==> src/rtl/min_max_leds_if.sv <==
// Purpose: bundles the LED observation inputs and the decoded result outputs
//          of min_max_leds_decoder.
// Signals: osc_i     - oscillation phase from the display block
//          leds_i    - LED vector under decode (2**VALSIZE bits)
//          valid_o   - one-cycle pulse, decoded fields valid
//          mode_o    - decoded command (00 range, 01 linear, 10 off, 11 all-on)
//          min_o, max_o, val_o - decoded fields
//          err_o     - malformed frame pair, qualified by valid_o
//          busy_o    - decoder is mid-decode
// Modports: master drives the LED side, slave is the decoder.
interface min_max_leds_if #(
  parameter int unsigned VALSIZE = 4
);
  localparam int unsigned NBITS = 2 ** VALSIZE;

  logic               osc_i;
  logic [NBITS-1:0]   leds_i;
  logic               valid_o;
  logic [1:0]         mode_o;
  logic [VALSIZE-1:0] min_o;
  logic [VALSIZE-1:0] max_o;
  logic [VALSIZE-1:0] val_o;
  logic               err_o;
  logic               busy_o;

  modport master (
    output osc_i, leds_i,
    input  valid_o, mode_o, min_o, max_o, val_o, err_o, busy_o
  );

  modport slave (
    input  osc_i, leds_i,
    output valid_o, mode_o, min_o, max_o, val_o, err_o, busy_o
  );
endinterface

==> src/rtl/min_max_leds_decoder.sv <==
// Purpose: recovers mode/min/max/value from the min/max display LED bargraph.
//          Captures the LED frame on an osc rise (hi) and on the following
//          fall (lo), bit-scans both frames, then classifies them and pulses
//          valid_o for one cycle.
// Ports:   clk_i - clock, rising edge
//          rst_i - asynchronous active-high reset
//          bus   - min_max_leds_if slave modport (osc/leds in, results out)
module min_max_leds_decoder #(
  parameter int unsigned VALSIZE = 4
) (
  input  logic          clk_i,
  input  logic          rst_i,
  min_max_leds_if.slave bus
);
  localparam int unsigned NBITS = 2 ** VALSIZE;
  localparam int unsigned CW    = VALSIZE + 1;

  localparam logic [1:0] S_WAIT_RISE = 2'd0;
  localparam logic [1:0] S_WAIT_FALL = 2'd1;
  localparam logic [1:0] S_SCAN      = 2'd2;
  localparam logic [1:0] S_DONE      = 2'd3;

  logic [1:0]         state_q, state_d;
  logic               osc_q, osc_d;
  logic [NBITS-1:0]   hi_frame_q, hi_frame_d;
  logic [NBITS-1:0]   lo_frame_q, lo_frame_d;
  logic [CW-1:0]      cnt_q, cnt_d;
  // Scan trackers; *_seen marks a 1 already found, *_hole a 0 after a 1.
  logic               hi_seen_q, hi_seen_d, hi_hole_q, hi_hole_d;
  logic               hi_gaps_q, hi_gaps_d;
  logic [VALSIZE-1:0] hi_first_q, hi_first_d, hi_last_q, hi_last_d;
  logic               lo_seen_q, lo_seen_d, lo_hole_q, lo_hole_d;
  logic               lo_gaps_q, lo_gaps_d;
  logic [VALSIZE-1:0] lo_first_q, lo_first_d, lo_last_q, lo_last_d;
  logic               lo_not_sub_q, lo_not_sub_d;
  // Registered outputs
  logic               valid_q, valid_d, err_q, err_d, busy_q, busy_d;
  logic [1:0]         mode_q, mode_d;
  logic [VALSIZE-1:0] min_q, min_d, max_q, max_d, val_q, val_d;

  logic               rise_c, fall_c, hb_c, lb_c;
  logic [VALSIZE-1:0] idx_c;

  assign rise_c = bus.osc_i & ~osc_q;
  assign fall_c = ~bus.osc_i & osc_q;
  assign idx_c  = cnt_q[VALSIZE-1:0];
  assign hb_c   = hi_frame_q[idx_c];
  assign lb_c   = lo_frame_q[idx_c];

  // Next-state, tracker and output computation
  always_comb begin
    state_d      = state_q;
    osc_d        = bus.osc_i;
    hi_frame_d   = hi_frame_q;
    lo_frame_d   = lo_frame_q;
    cnt_d        = cnt_q;
    hi_seen_d    = hi_seen_q;
    hi_hole_d    = hi_hole_q;
    hi_gaps_d    = hi_gaps_q;
    hi_first_d   = hi_first_q;
    hi_last_d    = hi_last_q;
    lo_seen_d    = lo_seen_q;
    lo_hole_d    = lo_hole_q;
    lo_gaps_d    = lo_gaps_q;
    lo_first_d   = lo_first_q;
    lo_last_d    = lo_last_q;
    lo_not_sub_d = lo_not_sub_q;
    valid_d      = 1'b0;
    mode_d       = mode_q;
    min_d        = min_q;
    max_d        = max_q;
    val_d        = val_q;
    err_d        = err_q;

    case (state_q)
      S_WAIT_RISE: begin
        if (rise_c) begin
          hi_frame_d = bus.leds_i;
          state_d    = S_WAIT_FALL;
        end
      end
      S_WAIT_FALL: begin
        if (fall_c) begin
          lo_frame_d   = bus.leds_i;
          cnt_d        = '0;
          hi_seen_d    = 1'b0;
          hi_hole_d    = 1'b0;
          hi_gaps_d    = 1'b0;
          hi_first_d   = '0;
          hi_last_d    = '0;
          lo_seen_d    = 1'b0;
          lo_hole_d    = 1'b0;
          lo_gaps_d    = 1'b0;
          lo_first_d   = '0;
          lo_last_d    = '0;
          lo_not_sub_d = 1'b0;
          state_d      = S_SCAN;
        end
      end
      S_SCAN: begin
        if (hb_c) begin
          if (!hi_seen_q) hi_first_d = idx_c;
          if (hi_hole_q)  hi_gaps_d  = 1'b1;
          hi_last_d = idx_c;
          hi_seen_d = 1'b1;
        end else if (hi_seen_q) begin
          hi_hole_d = 1'b1;
        end
        if (lb_c) begin
          if (!lo_seen_q) lo_first_d = idx_c;
          if (lo_hole_q)  lo_gaps_d  = 1'b1;
          lo_last_d = idx_c;
          lo_seen_d = 1'b1;
        end else if (lo_seen_q) begin
          lo_hole_d = 1'b1;
        end
        if (lb_c && !hb_c) lo_not_sub_d = 1'b1;
        cnt_d = cnt_q + CW'(1);
        if (cnt_q == CW'(NBITS - 1)) state_d = S_DONE;
      end
      S_DONE: begin
        valid_d = 1'b1;
        mode_d  = 2'b10;
        min_d   = '0;
        max_d   = '0;
        val_d   = '0;
        err_d   = 1'b0;
        if ((&hi_frame_q) && (&lo_frame_q)) begin
          mode_d = 2'b11;
          max_d  = '1;
          val_d  = '1;
        end else if (!(|hi_frame_q) && !(|lo_frame_q)) begin
          mode_d = 2'b10;
        end else if (hi_gaps_q || lo_gaps_q || lo_not_sub_q) begin
          err_d = 1'b1;
        end else if (hi_frame_q == lo_frame_q) begin
          mode_d = (hi_first_q == '0) ? 2'b01 : 2'b00;
          min_d  = hi_first_q;
          max_d  = hi_last_q;
          val_d  = hi_last_q;
        end else if (!lo_seen_q || (lo_first_q != hi_first_q)) begin
          // Range bars must share their low edge; anything else is malformed.
          mode_d = 2'b00;
          err_d  = 1'b1;
        end else begin
          mode_d = 2'b00;
          min_d  = hi_first_q;
          max_d  = hi_last_q;
          val_d  = lo_last_q;
        end
        state_d = S_WAIT_RISE;
      end
      default: state_d = S_WAIT_RISE;
    endcase

    busy_d = (state_d != S_WAIT_RISE);
  end

  // State and output registers
  always_ff @(posedge clk_i or posedge rst_i) begin
    if (rst_i) begin
      state_q      <= S_WAIT_RISE;
      osc_q        <= 1'b0;
      hi_frame_q   <= '0;
      lo_frame_q   <= '0;
      cnt_q        <= '0;
      hi_seen_q    <= 1'b0;
      hi_hole_q    <= 1'b0;
      hi_gaps_q    <= 1'b0;
      hi_first_q   <= '0;
      hi_last_q    <= '0;
      lo_seen_q    <= 1'b0;
      lo_hole_q    <= 1'b0;
      lo_gaps_q    <= 1'b0;
      lo_first_q   <= '0;
      lo_last_q    <= '0;
      lo_not_sub_q <= 1'b0;
      valid_q      <= 1'b0;
      mode_q       <= '0;
      min_q        <= '0;
      max_q        <= '0;
      val_q        <= '0;
      err_q        <= 1'b0;
      busy_q       <= 1'b0;
    end else begin
      state_q      <= state_d;
      osc_q        <= osc_d;
      hi_frame_q   <= hi_frame_d;
      lo_frame_q   <= lo_frame_d;
      cnt_q        <= cnt_d;
      hi_seen_q    <= hi_seen_d;
      hi_hole_q    <= hi_hole_d;
      hi_gaps_q    <= hi_gaps_d;
      hi_first_q   <= hi_first_d;
      hi_last_q    <= hi_last_d;
      lo_seen_q    <= lo_seen_d;
      lo_hole_q    <= lo_hole_d;
      lo_gaps_q    <= lo_gaps_d;
      lo_first_q   <= lo_first_d;
      lo_last_q    <= lo_last_d;
      lo_not_sub_q <= lo_not_sub_d;
      valid_q      <= valid_d;
      mode_q       <= mode_d;
      min_q        <= min_d;
      max_q        <= max_d;
      val_q        <= val_d;
      err_q        <= err_d;
      busy_q       <= busy_d;
    end
  end

  assign bus.valid_o = valid_q;
  assign bus.mode_o  = mode_q;
  assign bus.min_o   = min_q;
  assign bus.max_o   = max_q;
  assign bus.val_o   = val_q;
  assign bus.err_o   = err_q;
  assign bus.busy_o  = busy_q;
endmodule

==> src/flat_wrapper.sv <==
// flat-port wrapper written by rule: the top's interface ports become plain ports
module min_max_leds_decoder_flat 
#(
  parameter int unsigned VALSIZE = 4
)
  (clk_i, rst_i, bus_osc_i, bus_leds_i, bus_valid_o, bus_mode_o, bus_min_o, bus_max_o, bus_val_o, bus_err_o, bus_busy_o);
  min_max_leds_if #(.VALSIZE(VALSIZE)) bus_i ();
  input  logic clk_i;
  input  logic rst_i;
  input wire logic [$bits(bus_i.osc_i)-1:0] bus_osc_i;
  input wire logic [$bits(bus_i.leds_i)-1:0] bus_leds_i;
  output wire logic [$bits(bus_i.valid_o)-1:0] bus_valid_o;
  output wire logic [$bits(bus_i.mode_o)-1:0] bus_mode_o;
  output wire logic [$bits(bus_i.min_o)-1:0] bus_min_o;
  output wire logic [$bits(bus_i.max_o)-1:0] bus_max_o;
  output wire logic [$bits(bus_i.val_o)-1:0] bus_val_o;
  output wire logic [$bits(bus_i.err_o)-1:0] bus_err_o;
  output wire logic [$bits(bus_i.busy_o)-1:0] bus_busy_o;
  assign bus_i.osc_i = bus_osc_i;
  assign bus_i.leds_i = bus_leds_i;
  assign bus_valid_o = bus_i.valid_o;
  assign bus_mode_o = bus_i.mode_o;
  assign bus_min_o = bus_i.min_o;
  assign bus_max_o = bus_i.max_o;
  assign bus_val_o = bus_i.val_o;
  assign bus_err_o = bus_i.err_o;
  assign bus_busy_o = bus_i.busy_o;
  min_max_leds_decoder #(.VALSIZE(VALSIZE)) u_core (.clk_i(clk_i), .rst_i(rst_i), .bus(bus_i));
endmodule
==> config.mk <==
export PLATFORM = sky130hd
export DESIGN_NAME = min_max_leds_decoder_flat
export DESIGN_NICKNAME = d
export VERILOG_FILES = /design/src/rtl/min_max_leds_if.sv /design/src/rtl/min_max_leds_decoder.sv /design/src/flat_wrapper.sv
export SDC_FILE = /design/constraint.sdc
export NUM_CORES = 1
export LEC_CHECK = 0
export ABC_AREA = 1
export ABC_CLOCK_PERIOD_IN_PS = 5600
export CAP_MARGIN = 10
export CELL_PAD_IN_SITES_DETAIL_PLACEMENT = 1
export CELL_PAD_IN_SITES_GLOBAL_PLACEMENT = 1
export CORE_UTILIZATION = 46
export CTS_CLUSTER_SIZE = 10
export DETAILED_ROUTE_END_ITERATION = 8
export PLACE_DENSITY_LB_ADDON = 0.1
export SETUP_SLACK_MARGIN = 0.3
export SYNTH_ARGS = -nofsm -noshare
export SYNTH_HDL_FRONTEND = slang
export SYNTH_SLANG_ARGS = --single-unit
==> constraint.sdc <==
create_clock -name clk_i -period 5.6 [get_ports clk_i]
set_clock_uncertainty 0.05 [all_clocks]
set_input_delay 1.12 -clock clk_i [delete_from_list [all_inputs] [get_ports clk_i]]
set_output_delay 1.12 -clock clk_i [all_outputs]
set_load 0.1 [all_outputs]
==> impl_metrics.tcl, run 1 <==
set metrics [dict create \
    ys_types 32 \
    syn_inst 574 \
    syn-num-nets 600 \
    synthesis.area_sq_mm 0.00431 \
    htreeDepth 3 \
    status "finished, final reports clean" \
    cts_sinks 80 \
    core_area_sq_mm 0.00889 \
    fin_crit_sh 0.543 \
    num-fill-cells 1156 \
    powerDensity_mw_per_mm2 634 \
    crit_fanout 2 \
    grt_util_all_layers 0.264 \
    wire_per_inst_um 16.1 \
    layout_commonest_cell "nand2_1" \
    ys_seq_area_frac 0.464 \
    antenna_found_initial 0 \
    ys.flop_type "dfrtp_1" \
    ioPinCount 36 \
    cp.required_ns 4.43 \
    crit_path_top_delay_cell "clkdlybuf4s50_1" \
    worstMarginPinSlew_ns 1.15 \
    cts_made_buffers 9 \
    finalSetupViolations 0 \
    cp-start-kind "flip-flop" \
    root_buffer "clkbuf_8" \
    fp.dieW_um 98.8 \
    irDropWorstVdd_mv 0.330 \
    grt_max_degree 48 \
    grt_first_pass_wirelength_mm 20.3 \
    start_util 0.485 \
    crit_family "buffers and inverters" \
    finalPower_uw 3110 \
    synthArstFlopShare 1.00 \
    end_kind "primary output" \
    insertion_delay_ns 0.36 \
    overflow 0 \
    crit_path_max_incr_delay_ns 1.14 \
    crit_buf_inv 1 \
    max_clock_freq_ghz 0.329 \
    hold_class "reg2reg" \
    criticalPathCategory "reg2out" \
    grt_setup_unrepaired "false" \
    period_minus_slack_ns 3.04 \
    dr.pass1.iters 5 \
    hold_violations 0 \
    avgSynthCellArea_sq_um 7.51 \
    fp.dieH_um 98.8 \
    postCtsHoldBufs 0 \
    synth_warnings 0 \
    vias 3933 \
    hpwl_mm 8.71 \
    viasPerCell 5.46 \
    antenna_cells 0 \
    max-clock-path-buffers 2 \
    drv_slew 0 \
    ant_nets 0 \
    port_buffers 35 \
    drt_iter0_markers 199 \
    drc_errors 0 \
    finalSetupTns_ns 0 \
    cts_setup_buffers 0 \
    postCtsResizedCells 0 \
    synth_seq_cells 80 \
    wirelength_mm 11.6 \
    maxSlewHeadroom 0.233 \
    cts_tree "built" \
    grt_pass1_vias 4099 \
    std_cell_rows 34 \
    worstPathArrival_ns 1.87 \
    layout_common_cells "nand2_1 (153), dfrtp_1 (80), nor2_1 (71)" \
    synthToLayoutAreaGrowth_pct 13.8 \
    clk_pin_slew_ns 0.09 \
    path_cells "clkdlybuf4s50_1" \
    cap_violations 0 \
    synth_edf_count 0 \
    nNetsFinal 633 \
    dieArea_sq_mm 0.00976 \
    drive_gt1_frac 0.0768 \
    gp_congestion 0.855 \
    leakagePower_uw 0.00237 \
]
kinds of logic after synthesis:
family                   Yosys count  share of synthesized area
AO/OA/AOI/OAI                     70                     0.0856
XOR/XNOR                           2                    0.00406
adder cells (fa/ha/maj)            7                     0.0203
buffers and inverters             89                     0.0848
flip-flops                        80                      0.464
AND/OR/NAND/NOR                  326                      0.341
path summary, 6_finish.rpt:
kind	startpoint	endpoint	slack [ns]	cells after the start
setup / recovery	u_core.bus.mode_o[0]$_DFFE_PP0P_	bus_mode_o[0]	2.56	1
hold / removal	u_core.bus.min_o[3]$_DFFE_PP0P_	u_core.bus.min_o[3]$_DFFE_PP0P_	0.44	2
setup reg to reg	u_core.state_q[1]$_DFF_PP0_	u_core.cnt_q[3]$_DFFE_PP0P_	3.03	11
hold reg to reg	u_core.bus.min_o[3]$_DFFE_PP0P_	u_core.bus.min_o[3]$_DFFE_PP0P_	0.44	2
max in group asynchronous	rst_i	u_core.hi_last_q[0]$_DFFE_PP0P_	3.38	3
min in group asynchronous	rst_i	u_core.lo_frame_q[2]$_DFFE_PP0P_	1.17	2
power by group:
part	leakage (uW)	switching [uW]	internal, uW
logic	0.00132	1210	461
registers	0.000971	218	817
clock network	0.0000866	234	166
total	0.00237	1670	1440
sequential cells by signal, indices dropped and copies added (netlist names), 2 cells and up:
signal / count
u_core.hi_frame_q: 16
u_core.lo_frame_q: 16
u_core.cnt_q: 5
u_core.bus.max_o: 4
u_core.bus.min_o: 4
u_core.bus.val_o: 4
u_core.hi_first_q: 4
u_core.hi_last_q: 4
u_core.lo_first_q: 4
u_core.lo_last_q: 4
u_core.bus.mode_o: 2
u_core.state_q: 2
Yosys cell counts, types with 4 or more instances:
library cell,instances,share of area
inv_1,66,0.057
ha_1,7,0.020
nor2_1,71,0.062
a21oi_1,34,0.039
inv_2,6,0.0052
o21ai_1,11,0.013
dfrtp_1,80,0.46
nand3_2,7,0.016
nand3_1,53,0.062
nand2_2,4,0.0058
clkbuf_1,7,0.0061
nor3_1,4,0.0046
nand4_1,22,0.032
o21ai_0,20,0.023
nand2_1,153,0.13
through the flow:
stage	hold slack, ns	setup slack [ns]	utilization	area (sq um)	std cells
floorplan	0.409	2.38	-	4310	574
global placement	0.415	2.36	0.532	4730	704
detailed placement	0.429	2.28	0.532	4730	704
CTS	0.452	2.55	0.552	4900	720
global route	0.478	2.39	0.552	4900	720
finish	0.441	2.56	0.552	4900	720
cell type report:
type,count,area [sq um],area share
Clock inverter,7,55.1,0.0112
Timing Repair Buffer,36,358,0.0730
Sequential cell,80,2000,0.408
Inverter,75,288,0.0587
Multi-Input combinational cell,405,1940,0.396
Tap cell,108,135,0.0276
Clock buffer,9,124,0.0253
routing by layer:
layer	wire length [um]	track usage	vias up
li1	-	-	1904
met1	5520	0.360	1951
met2	5590	0.435	62
met3	329	0.0369	16
met4	172	0.0861	0
met5	0	0	-
(Power assumes the default switching activity.)
==> run 2, diff against run 1 <==
--- a/config.mk
+++ b/config.mk
@@ -6,11 +6,11 @@
 export NUM_CORES = 1
 export LEC_CHECK = 0
 export ABC_AREA = 1
-export ABC_CLOCK_PERIOD_IN_PS = 5600
+export ABC_CLOCK_PERIOD_IN_PS = 2700
 export CAP_MARGIN = 10
 export CELL_PAD_IN_SITES_DETAIL_PLACEMENT = 1
 export CELL_PAD_IN_SITES_GLOBAL_PLACEMENT = 1
-export CORE_UTILIZATION = 46
+export CORE_UTILIZATION = 39
 export CTS_CLUSTER_SIZE = 10
 export DETAILED_ROUTE_END_ITERATION = 8
 export PLACE_DENSITY_LB_ADDON = 0.1
==> constraint.sdc (replaced) <==
create_clock -name clk_i -period 2.7 [get_ports clk_i]
set_clock_uncertainty 0.05 [all_clocks]
set_input_delay 0.54 -clock clk_i [delete_from_list [all_inputs] [get_ports clk_i]]
set_output_delay 0.54 -clock clk_i [all_outputs]
set_load 0.1 [all_outputs]
==> impl_metrics.tcl, run 2 (synthesized netlist as in run 1, its figures left out) <==
set metrics [dict create \
    layout_commonest_cell "nand2_1" \
    cp.required_ns 2.92 \
    fp.dieW_um 107 \
    drive_gt1_frac 0.110 \
    path_cells "clkinv_1 > nand3_1 > nand3_1 > nand3_1 > nand2_2 > nand2_2 > nand3_1 > nand2_1 > nand2_1" \
    fp.dieH_um 107 \
    crit_path_max_incr_delay_ns 0.62 \
    cts_setup_buffers 0 \
    gp_congestion 0.806 \
    crit_path_top_delay_cell "dfrtp_1" \
    end_kind "flip-flop" \
    grt_first_pass_wirelength_mm 20.4 \
    insertion_delay_ns 0.38 \
    grt_max_degree 81 \
    pre_cts_ws_ns 0.460 \
    cts_made_buffers 9 \
    num-fill-cells 1380 \
    antenna_found_initial 0 \
    start_util 0.399 \
    antenna_cells 0 \
    fin_crit_sh 0.751 \
    grt_pass1_vias 4057 \
    timing.final.ws_setup_ns 0.672 \
    overflow 0 \
    postLayoutCoreUtil 0.461 \
    nNetsFinal 638 \
    worstMarginPinSlew_ns 0.470 \
    postCtsHoldBufs 0 \
    max-clock-path-buffers 2 \
    grt_util_all_layers 0.232 \
    core_area_sq_mm 0.0108 \
    hold_violations 0 \
    multiInputGateArea_sq_mm 0.00194 \
    drt_iter0_markers 171 \
    largestRegisters "u_core.hi_frame_q: 16 flops, u_core.lo_frame_q: 16 flops, u_core.cnt_q: 5 flops" \
    cts_tree "built" \
    whs_ns 0.441 \
    grt_setup_unrepaired "false" \
    wire_per_inst_um 15.5 \
    irDropWorstVdd_mv 0.717 \
    synthToLayoutAreaGrowth_pct 15.4 \
    root_buffer "clkbuf_8" \
    ioPinCount 36 \
    period_minus_slack_ns 2.03 \
    port_buffers 35 \
    crit_fanout 12 \
    hpwl_mm 8.76 \
    crit_top_cell "nand3_1" \
    postCtsResizedCells 0 \
    dieArea_sq_mm 0.0115 \
    leakagePower_uw 0.00243 \
    cts_sinks 80 \
    ant_nets 0 \
    dr.pass1.iters 4 \
    hold_class "reg2reg" \
    finalSetupTns_ns 0 \
    dpl-instance-area_sq_mm 0.00478 \
    status "finished, final reports clean" \
    criticalPathCategory "reg2reg" \
    htreeDepth 3 \
    fin_area_sq_mm 0.00497 \
    worstPathArrival_ns 2.25 \
    std_cell_rows 38 \
    viasPerCell 5.10 \
    vias 3860 \
    clk_pin_slew_ns 0.09 \
    wirelength_mm 11.8 \
    seq_area_sq_mm 0.00200 \
    drv_slew 0 \
    layout_common_cells "nand2_1 (153), dfrtp_1 (80), nor2_1 (71)" \
    drc_errors 0 \
    powerDensity_mw_per_mm2 1310 \
    max_clock_freq_ghz 0.493 \
    cap_violations 0 \
    cp-start-kind "flip-flop" \
    maxSlewHeadroom 0.686 \
    finalSetupViolations 0 \
]
[run 2: path summary, 6_finish.rpt]
| path | from | to | slack, ns | depth (start not counted) |
|---|---|---|---|---|
| max reg2reg | u_core.cnt_q[1]$_DFFE_PP0P_ | u_core.lo_not_sub_q$_DFFE_PP0P_ | 0.67 | 9 |
| max in group asynchronous | rst_i | u_core.bus.busy_o$_DFF_PP0_ | 1.66 | 3 |
| max | u_core.cnt_q[1]$_DFFE_PP0P_ | u_core.lo_not_sub_q$_DFFE_PP0P_ | 0.67 | 9 |
| min | u_core.bus.err_o$_DFFE_PP0P_ | u_core.bus.err_o$_DFFE_PP0P_ | 0.44 | 2 |
| min reg2reg | u_core.bus.err_o$_DFFE_PP0P_ | u_core.bus.err_o$_DFFE_PP0P_ | 0.44 | 2 |
| min in group asynchronous | rst_i | u_core.lo_frame_q[2]$_DFFE_PP0P_ | 0.58 | 3 |
[run 2: critical path, delay by kind of cell (launching register included)]
family / cells / cell delay (ns)
AND/OR/NAND/NOR: 8 / 0.86
flip-flops: 1 / 0.62
buffers and inverters: 1 / 0.39
[run 2: final cells by class]
class                           count  share of cell area
Clock inverter                      6              0.0138
Tap cell                          140              0.0352
Clock buffer                       10              0.0257
Multi-Input combinational cell    405               0.391
Sequential cell                    80               0.403
Inverter                           75              0.0584
Timing Repair Buffer               41              0.0735
[run 2: per-stage QoR]
stage / total power, uW / std cells
2_1_floorplan: 4750 / 574
3_3_place_gp: 5510 / 741
3_5_place_dp: 5640 / 741
4_1_cts: 6600 / 757
5_1_grt: 7080 / 757
6_report: 6530 / 757
[run 2: metal layers]
metal / wire length (um) / vias to the layer above / track usage
met5: 0 / - / 0
met4: 261 / 0 / 0.0949
met3: 422 / 17 / 0.0395
met2: 5340 / 60 / 0.362
met1: 5740 / 1866 / 0.317
li1: - / 1917 / -
[run 2: where the power goes]
part,switching [uW],internal [uW],leakage (uW)
Clock,486,432,0.0000968
Sequential,433,1690,0.000971
Combinational,2530,951,0.00136
Total,3450,3080,0.00243
